$ cat config.mk
export PLATFORM = sky130hd
export DESIGN_NAME = ph_cache_reader
export DESIGN_NICKNAME = d
export VERILOG_FILES = /design/src/rtl/ph_pkg.sv /design/src/rtl/ph_sync_fifo.sv /design/src/rtl/ph_cache_reader.sv
export SDC_FILE = /design/constraint.sdc
export NUM_CORES = 1
export LEC_CHECK = 0
export ABC_CLOCK_PERIOD_IN_PS = 3300
export BUFFER_PORTS_ARGS = -buffer_cell sky130_fd_sc_hd__buf_2
export CAP_MARGIN = 20
export CORE_ASPECT_RATIO = 0.75
export CORE_UTILIZATION = 35
export DETAILED_ROUTE_END_ITERATION = 16
export PLACE_DENSITY = 0.55
export SYNTH_ARGS = -nofsm -noshare
export SYNTH_HDL_FRONTEND = slang
export SYNTH_HIERARCHICAL = 1
export SYNTH_SLANG_ARGS = --single-unit
$ cat constraint.sdc
create_clock -name clk -period 3.3 [get_ports clk]
set_input_delay 0.495 -clock clk [delete_from_list [all_inputs] [get_ports clk]]
set_output_delay 0.495 -clock clk [all_outputs]
set_load 0.005 [all_outputs]
$ cat src/rtl/ph_pkg.sv
// rtl/ph_pkg.sv - shared PH cache definitions
//
// Purpose: values shared by the PH cache fill and read sides: the reader
// state encoding, the packet header tag and the default frame length.
package ph_pkg;

   typedef enum logic [1:0] {
      ST_IDLE   = 2'd0,
      ST_HEADER = 2'd1,
      ST_STREAM = 2'd2
   } ph_state_e;

   localparam logic [7:0] PH_HDR_TAG     = 8'hA5;
   localparam int         PH_NUM_ENTRIES = 128;

endpackage

$ cat src/rtl/ph_sync_fifo.sv
// rtl/ph_sync_fifo.sv - single-clock FIFO with occupancy count
//
// Purpose: small synchronous FIFO with first-word-fall-through read data.
// Ports:
//   clk, rst_n      clock, asynchronous active-low reset (empties the FIFO)
//   push_i, wdata_i write request and data
//   pop_i           read request; rdata_o shows the head entry
//   count_o         current occupancy (0..DEPTH)
//   full_o, empty_o occupancy flags
module ph_sync_fifo #(
   parameter int WIDTH = 32,
   parameter int DEPTH = 2
) (
   input  logic                     clk,
   input  logic                     rst_n,
   input  logic                     push_i,
   input  logic [WIDTH-1:0]         wdata_i,
   input  logic                     pop_i,
   output logic [WIDTH-1:0]         rdata_o,
   output logic [$clog2(DEPTH):0]   count_o,
   output logic                     full_o,
   output logic                     empty_o
);

   localparam int AW = $clog2(DEPTH);

   logic [WIDTH-1:0] mem_q [DEPTH];
   logic [AW-1:0]    wr_ptr_q;
   logic [AW-1:0]    rd_ptr_q;
   logic [AW:0]      count_q;
   logic             do_push;
   logic             do_pop;

   assign full_o  = (count_q == (AW+1)'(DEPTH));
   assign empty_o = (count_q == '0);
   assign count_o = count_q;
   assign rdata_o = mem_q[rd_ptr_q];

   // Requests that would corrupt state are ignored rather than trusted.
   assign do_push = push_i & ~full_o;
   assign do_pop  = pop_i & ~empty_o;

   always_ff @(posedge clk) begin
      if (do_push) begin
         mem_q[wr_ptr_q] <= wdata_i;
      end
   end

   // DEPTH is a power of two, so the pointers wrap on their own.
   always_ff @(posedge clk or negedge rst_n) begin
      if (!rst_n) begin
         wr_ptr_q <= '0;
         rd_ptr_q <= '0;
         count_q  <= '0;
      end else begin
         if (do_push) begin
            wr_ptr_q <= wr_ptr_q + AW'(1);
         end
         if (do_pop) begin
            rd_ptr_q <= rd_ptr_q + AW'(1);
         end
         case ({do_push, do_pop})
            2'b10:   count_q <= count_q + (AW+1)'(1);
            2'b01:   count_q <= count_q - (AW+1)'(1);
            default: count_q <= count_q;
         endcase
      end
   end

endmodule

$ cat src/rtl/ph_cache_reader.sv
// rtl/ph_cache_reader.sv - drains one PH frame from the cache as a stream packet
//
// Purpose: on the falling edge of ph_cache_valid, reads NUM_ENTRIES 16-bit
// samples from the cache read port and sends them as one packet: a header
// beat {HDR_TAG, 8'h00, frame_cnt} followed by words {odd, even}.
// Ports:
//   clk, rst                    clock, asynchronous active-low reset
//   ph_cache_valid              cache fill in progress; falling edge = frame ready
//   ph_cache_enb/raddr/data     cache read port, data one cycle after enb
//   m_axis_tdata/tvalid/tlast/tready  packet stream
//   busy                        packet in progress
//   frame_cnt                   packets fully sent (wraps)
//   drop_cnt                    triggers ignored while busy (saturates)
module ph_cache_reader
   import ph_pkg::*;
#(
   parameter int         NUM_ENTRIES = PH_NUM_ENTRIES,
   parameter logic [7:0] HDR_TAG     = PH_HDR_TAG,
   parameter int         FIFO_DEPTH  = 2
) (
   input  logic        clk,
   input  logic        rst,
   input  logic        ph_cache_valid,
   output logic        ph_cache_enb,
   output logic [7:0]  ph_cache_raddr,
   input  logic [15:0] ph_cache_data,
   output logic [31:0] m_axis_tdata,
   output logic        m_axis_tvalid,
   output logic        m_axis_tlast,
   input  logic        m_axis_tready,
   output logic        busy,
   output logic [15:0] frame_cnt,
   output logic [15:0] drop_cnt
);

   localparam logic [7:0] LAST_ADDR = 8'(NUM_ENTRIES - 1);
   localparam logic [7:0] LAST_WORD = 8'(NUM_ENTRIES / 2 - 1);
   localparam int         CW        = $clog2(FIFO_DEPTH) + 1;

   ph_state_e   state_q, state_d;
   logic        vld_q;
   logic [7:0]  addr_q, addr_d;
   logic        done_q, done_d;
   logic        open_q, open_d;
   logic        rd_vld_q;
   logic        rd_odd_q;
   logic [15:0] low_q;
   logic [7:0]  wcnt_q, wcnt_d;
   logic [15:0] frame_cnt_q;
   logic [15:0] drop_cnt_q;

   logic          trigger;
   logic          active;
   logic          credit_ok;
   logic          rd_issue;
   logic          fifo_push;
   logic          fifo_pop;
   logic [31:0]   fifo_rdata;
   logic [CW-1:0] fifo_count;
   logic          fifo_full;
   logic          fifo_empty;

   assign trigger = vld_q & ~ph_cache_valid;
   assign active  = (state_q != ST_IDLE);

   // A pair of reads reserves one FIFO slot when its even read is issued;
   // open_q marks that reservation until the completed word is pushed.
   // Odd reads ride on the reservation already taken, so only even reads
   // wait for credit. This is what keeps in-flight data from ever finding
   // the FIFO full.
   assign credit_ok = ~fifo_full & ((int'(fifo_count) + int'(open_q)) < FIFO_DEPTH);
   assign rd_issue  = active & ~done_q & (addr_q[0] | credit_ok);

   assign fifo_push = rd_vld_q & rd_odd_q;
   assign fifo_pop  = (state_q == ST_STREAM) & m_axis_tready & ~fifo_empty;

   ph_sync_fifo #(
      .WIDTH (32),
      .DEPTH (FIFO_DEPTH)
   ) u_fifo (
      .clk     (clk),
      .rst_n   (rst),
      .push_i  (fifo_push),
      .wdata_i ({ph_cache_data, low_q}),
      .pop_i   (fifo_pop),
      .rdata_o (fifo_rdata),
      .count_o (fifo_count),
      .full_o  (fifo_full),
      .empty_o (fifo_empty)
   );

   always_comb begin
      state_d       = state_q;
      addr_d        = addr_q;
      done_d        = done_q;
      open_d        = open_q;
      wcnt_d        = wcnt_q;
      m_axis_tvalid = 1'b0;
      m_axis_tdata  = '0;
      m_axis_tlast  = 1'b0;

      // Read engine; raddr holds on the last address once it is issued.
      if (fifo_push) begin
         open_d = 1'b0;
      end
      if (rd_issue) begin
         if (!addr_q[0]) begin
            open_d = 1'b1;
         end
         if (addr_q == LAST_ADDR) begin
            done_d = 1'b1;
         end else begin
            addr_d = addr_q + 8'd1;
         end
      end

      case (state_q)
         ST_IDLE: begin
            if (trigger) begin
               state_d = ST_HEADER;
               addr_d  = '0;
               done_d  = 1'b0;
               open_d  = 1'b0;
               wcnt_d  = '0;
            end
         end
         ST_HEADER: begin
            m_axis_tvalid = 1'b1;
            m_axis_tdata  = {HDR_TAG, 8'h00, frame_cnt_q};
            if (m_axis_tready) begin
               state_d = ST_STREAM;
            end
         end
         ST_STREAM: begin
            m_axis_tvalid = ~fifo_empty;
            m_axis_tdata  = fifo_rdata;
            m_axis_tlast  = ~fifo_empty & (wcnt_q == LAST_WORD);
            if (fifo_pop) begin
               wcnt_d = wcnt_q + 8'd1;
               if (m_axis_tlast) begin
                  state_d = ST_IDLE;
               end
            end
         end
         default: begin
            state_d = ST_IDLE;
         end
      endcase
   end

   always_ff @(posedge clk or negedge rst) begin
      if (!rst) begin
         state_q     <= ST_IDLE;
         vld_q       <= 1'b0;
         addr_q      <= '0;
         done_q      <= 1'b0;
         open_q      <= 1'b0;
         rd_vld_q    <= 1'b0;
         rd_odd_q    <= 1'b0;
         low_q       <= '0;
         wcnt_q      <= '0;
         frame_cnt_q <= '0;
         drop_cnt_q  <= '0;
      end else begin
         state_q  <= state_d;
         vld_q    <= ph_cache_valid;
         addr_q   <= addr_d;
         done_q   <= done_d;
         open_q   <= open_d;
         rd_vld_q <= rd_issue;
         rd_odd_q <= addr_q[0];
         wcnt_q   <= wcnt_d;
         if (rd_vld_q && !rd_odd_q) begin
            low_q <= ph_cache_data;
         end
         if (fifo_pop && m_axis_tlast) begin
            frame_cnt_q <= frame_cnt_q + 16'd1;
         end
         // The tlast cycle is still busy, so a trigger there is dropped too.
         if (trigger && active && drop_cnt_q != 16'hFFFF) begin
            drop_cnt_q <= drop_cnt_q + 16'd1;
         end
      end
   end

   assign ph_cache_enb   = rd_issue;
   assign ph_cache_raddr = addr_q;
   assign busy           = active;
   assign frame_cnt      = frame_cnt_q;
   assign drop_cnt       = drop_cnt_q;

endmodule

==> results_tabular.tex <==
\begin{tabular}{lr}
\hline
Metric & Value \\
\hline
\multicolumn{2}{l}{\textbf{Drt}} \\
Number of DRC markers in iteration 0 & 290 \\
Iteration count of the initial detailed-routing pass & 5 \\
Wl on met1 & 7.01 mm \\
Total length of routed met3 wires & 548 um \\
Number of vias in the routed layout & about 4200 \\
Average detailed-routed wire length per instance & between 15 and 20 um \\
Detail-routed via count per cell & roughly 5 \\
Antenna-violating nets left & 0 \\
Routed Wire Length & $\sim$14 mm \\
Met2 Wirelength & 6.38 mm \\
Remaining design rule violation count & 0 \\
Max Used Layer & met5 \\
\multicolumn{2}{l}{\textbf{Yosys}} \\
Share of synthesized flip-flops with an asynchronous set or reset & a little over half \\
Synthesized netlist cell count & slightly below 500 \\
EDFF count, synth & 64 \\
Cell taking the most area after synthesis & sky130\_fd\_sc\_hd\_\_edfxtp\_1 \\
Seq/Total Area, Yosys & 58.5\% \\
Post-synthesis instance area & 0.00649 mm\^{}2 \\
Share of cell area taken by muxes after synthesis & $\sim$11\% \\
Mean instance size in the synthesized netlist & $\sim$13 um\^{}2 \\
Area fraction of the dominant cell type after synthesis & 29.6\% \\
Number of distinct library cells after synthesis & 51 \\
Adder-Cell Fraction of Synth Area & 1.74\% \\
Number of flip-flops and latches in the synthesized netlist & 139 \\
XOR/XNOR share of the synthesized area & 5.13\% \\
Simple-gate portion of the synthesized area & 15.3\% \\
Dominant combinational cell family by area after synthesis & simple AND/OR/NAND/NOR gates \\
Number of warnings reported in the yosys synthesis log & 6 \\
Compound-Gate Fraction of Synth Area & 5.28\% \\
Main synth FF type & sky130\_fd\_sc\_hd\_\_dfrtp\_1 \\
Cell types with the largest area share after synthesis & sky130\_fd\_sc\_hd\_\_edfxtp\_1 30\%, sky130\_fd\_sc\_hd\_\_dfrtp\_1 29\%, sky130\_fd\_sc\_hd\_\_mux2\_4 6.7\% \\
Net Count, Synth & 516 \\
\multicolumn{2}{l}{\textbf{Worst setup path}} \\
Worst-path cell with the longest stage delay & sky130\_fd\_sc\_hd\_\_dfrtp\_2 \\
List of cells traversed by the critical path & buf\_12 > mux2\_4 > a22oi\_1 > nor2b\_1 > buf\_2 \\
Total buffers and inverters traversed by the critical path & 2 \\
Top Family by Delay on Critical Path & flip-flops \\
Timing endpoint of the critical path & m\_axis\_tdata[14] \\
Setup slack on the worst flop-to-flop path & 1.07 ns \\
Type of the worst setup path & reg2out \\
Endpoint of the worst-slack reg-to-reg timing path & frame\_cnt[1]\$\_DFFE\_PN0P\_ \\
Reg-to-reg startpoint & state\_q[0]\$\_DFFE\_PN0P\_ \\
Number of cell instances on the worst register-to-register path & 6 \\
Critical Path End Type & primary output \\
Required arrival time at the worst endpoint & 2.80 ns \\
Cell depth of the worst setup path & 5 \\
Maximum fanout along the worst path & 21 \\
Timing startpoint of the critical path & u\_fifo/rd\_ptr\_q\$\_DFFE\_PN0P\_ \\
Arrival @ worst endpoint & approximately 2.2 ns \\
Biggest cell delay along the critical path & 0.82 ns \\
Critical Path Start Type & flip-flop \\
\multicolumn{2}{l}{\textbf{Die}} \\
Number of top-level pins & 96 \\
Overall die area & roughly 0.019 mm\^{}2 \\
Core Rows & 42 \\
Die Ht & approximately 120 um \\
Initial cell density of the core & 36.3\% \\
Floorplan die width & between 150 and 200 um \\
Core area & 0.0179 mm\^{}2 \\
\multicolumn{2}{l}{\textbf{Finish}} \\
Design Area, Final & 0.00782 mm\^{}2 \\
Area occupied by multi-input gates & 0.00250 mm\^{}2 \\
Fillers & 1701 \\
Footprint of the flip-flops and latches & $\sim$0.0038 mm\^{}2 \\
Area overhead of the layout relative to synthesis & 20.5\% \\
Final non-filler cell total & 841 \\
Share of cells above drive strength 1 & 32.7\% \\
Final net count & 615 \\
Count of antenna diodes in the layout & 0 \\
\multicolumn{2}{l}{\textbf{CTS}} \\
Hold\_buf cts & 0 \\
Root Buffer & sky130\_fd\_sc\_hd\_\_clkbuf\_16 \\
Clk buf depth & 2 \\
Clock sink count & 139 \\
Clock tree from TritonCTS & done \\
Num CTS Buffers & 17 \\
Worst skew pair latency & around 0.42 ns \\
H-tree levels & 4 \\
Post-CTS Setup Repair Bufs & 0 \\
Resized cells post-CTS & 0 \\
Clock input transition at the sequential cells of the worst setup and hold paths & 0.07 ns \\
\multicolumn{2}{l}{\textbf{Placed design}} \\
Half-perimeter wire length after placement & just under 10 mm \\
Buffers added on ports & 95 \\
Number of cells in the design after placement & 808 \\
Global placer's final weighted congestion & between 0.7 and 0.8 \\
Cell area after placement & 0.00718 mm\^{}2 \\
Pre-CTS setup slack & 1.02 ns \\
\multicolumn{2}{l}{\textbf{Timing}} \\
Final setup TNS & 0 ns \\
Final setup violation count & 0 \\
Final Slew Violations & 0 \\
Worst Tran Pin Value & 0.788 ns \\
Max-slew headroom & 47.5\% \\
Final worst path period need & 2.69 ns \\
Unrepaired setup endpoints after global routing & no \\
Worst Setup Slack, final & 0.609 ns \\
Final number of hold-violating endpoints & 0 \\
Final setup skew & 0.0160 ns \\
Portion of the clock cycle consumed by the worst path in the final layout & 81.5\% \\
Maximum clock frequency & 372 MHz \\
\multicolumn{2}{l}{\textbf{Min path}} \\
Kind of path behind the tightest hold check & in2async \\
\multicolumn{2}{l}{\textbf{Global route}} \\
Largest net degree at the start of global routing & 76 \\
GRT overflow & 0 \\
Antenna violations before repair & 1 \\
Total routing usage reported by global routing & 15.3\% \\
Global-route wire length before repair & around 22 mm \\
Via count of the first global-routing pass & 4104 \\
\multicolumn{2}{l}{\textbf{Outcome}} \\
Status & finished, final reports clean \\
\multicolumn{2}{l}{\textbf{Power and ir drop}} \\
Lkg Pwr & 3.44 nW \\
Highest ir drop seen on vdd & 0.344 mV \\
Total power divided by cell area & 801 mW/mm\^{}2 \\
\multicolumn{2}{l}{\textbf{Job}} \\
Number of max-capacitance violations reported & 0 \\
\hline
\end{tabular}
-- sequential cells by signal, summed over array words and instances (netlist names) --
| register | count |
|---|---|
| rd_odd_q | 1 |
| u_fifo/count_o | 2 |
| done_q | 1 |
| u_fifo/wr_ptr_q | 1 |
| u_fifo/rd_ptr_q | 1 |
| vld_q | 1 |
| wcnt_q | 8 |
| ph_cache_raddr | 8 |
| rd_vld_q | 1 |
| open_q | 1 |
| frame_cnt | 16 |
| u_fifo/mem_q | 64 |
| low_q | 16 |
| drop_cnt | 16 |
| state_q | 2 |
-- cells in the final DEF, fill, tap and decap left out, drive strengths merged, types with 8 or more instances in the layout --
master | Yosys | routed
and3 | 9 | 9
nand3 | 10 | 10
clkinv | 0 | 8
inv | 12 | 19
mux2 | 51 | 51
ha | 9 | 9
and2 | 16 | 16
nand4 | 14 | 14
nor2b | 23 | 23
clkbuf | 14 | 17
dfrtp | 75 | 75
nand2 | 28 | 28
nor2 | 13 | 13
o21ai | 11 | 11
xor2 | 23 | 23
nand2b | 8 | 8
edfxtp | 64 | 64
a22oi | 16 | 16
xnor2 | 15 | 15
nor3 | 10 | 10
buf | 8 | 102
nor4 | 15 | 15
-- stage by stage --
stage | total power [mW] | utilization, % | hold WS, ns
final | 6.26 | 43.8 | 0.0457
after floorplan | 3.85 | - | 0.199
after global routing | 6.60 | 43.8 | 0.0771
after global placement | 4.36 | 40.2 | 0.444
after detailed placement | 4.41 | 40.2 | 0.452
after CTS | 6.34 | 43.7 | 0.202
-- how the worst min path moves through the flow --
stage                          startpoint                       endpoint  slack (ns)  depth (start not counted)
floorplan                             rst               done_q$_DFF_PN0_        0.20                          0
global placement    low_q[11]$_DFFE_PN0P_  u_fifo/mem_q[0][11]$_DFFE_PP_        0.44                          0
detailed placement   low_q[9]$_DFFE_PN0P_   u_fifo/mem_q[1][9]$_DFFE_PP_        0.45                          0
CTS                        ph_cache_valid                vld_q$_DFF_PN0_        0.20                          1
global route                          rst       drop_cnt[11]$_DFFE_PN0P_        0.08                          1
finish                                rst       drop_cnt[11]$_DFFE_PN0P_        0.05                          1
-- synth_stat cells, types with 10 or more instances --
| master | instances |
|---|---|
| sky130_fd_sc_hd__dfrtp_1 | 75 |
| sky130_fd_sc_hd__nor3_1 | 10 |
| sky130_fd_sc_hd__mux2_2 | 19 |
| sky130_fd_sc_hd__xnor2_1 | 15 |
| sky130_fd_sc_hd__nand3_1 | 10 |
| sky130_fd_sc_hd__inv_1 | 12 |
| sky130_fd_sc_hd__nor2_1 | 13 |
| sky130_fd_sc_hd__clkbuf_1 | 14 |
| sky130_fd_sc_hd__nand4_1 | 14 |
| sky130_fd_sc_hd__mux2_4 | 29 |
| sky130_fd_sc_hd__o21ai_0 | 10 |
| sky130_fd_sc_hd__nand2_1 | 28 |
| sky130_fd_sc_hd__xor2_1 | 23 |
| sky130_fd_sc_hd__and2_1 | 16 |
| sky130_fd_sc_hd__edfxtp_1 | 64 |
| sky130_fd_sc_hd__a22oi_1 | 16 |
| sky130_fd_sc_hd__nor2b_1 | 22 |
-- routing by layer --
| metal | global-route usage [%] | vias up |
|---|---|---|
| met4 | 3.85 | 2 |
| met5 | 0 | - |
| li1 | - | 1981 |
| met2 | 23.5 | 85 |
| met3 | 4.08 | 8 |
| met1 | 21.3 | 2085 |
-- logic make-up (layout without fill, tap and decap cells) --
logic type | after synthesis | in the layout
AOI/OAI and AO/OA | 50 | 50
xor gates and xnor gates | 38 | 38
adders and majority gates | 9 | 9
buffers and inverters | 34 | 146
DFF | 139 | 139
muxes | 54 | 54
and+or+nand+nor | 163 | 163
-- area by class of cell --
cell class	count	area share (%)
well taps	242	3.87
repair buffers	102	7.10
clock inverters	15	2.48
clock buffers	17	5.44
flip-flops and latches	139	48.6
inverters	12	0.576
multi-input cells	314	31.9
-- power breakdown --
group / leakage, nW / switching [mW] / internal, mW
clock: 0.300 / 0.876 / 1.03
sequential: 1.55 / 0.313 / 2.24
combinational: 1.60 / 0.892 / 0.906
Power figures use the tool's default switching activity.
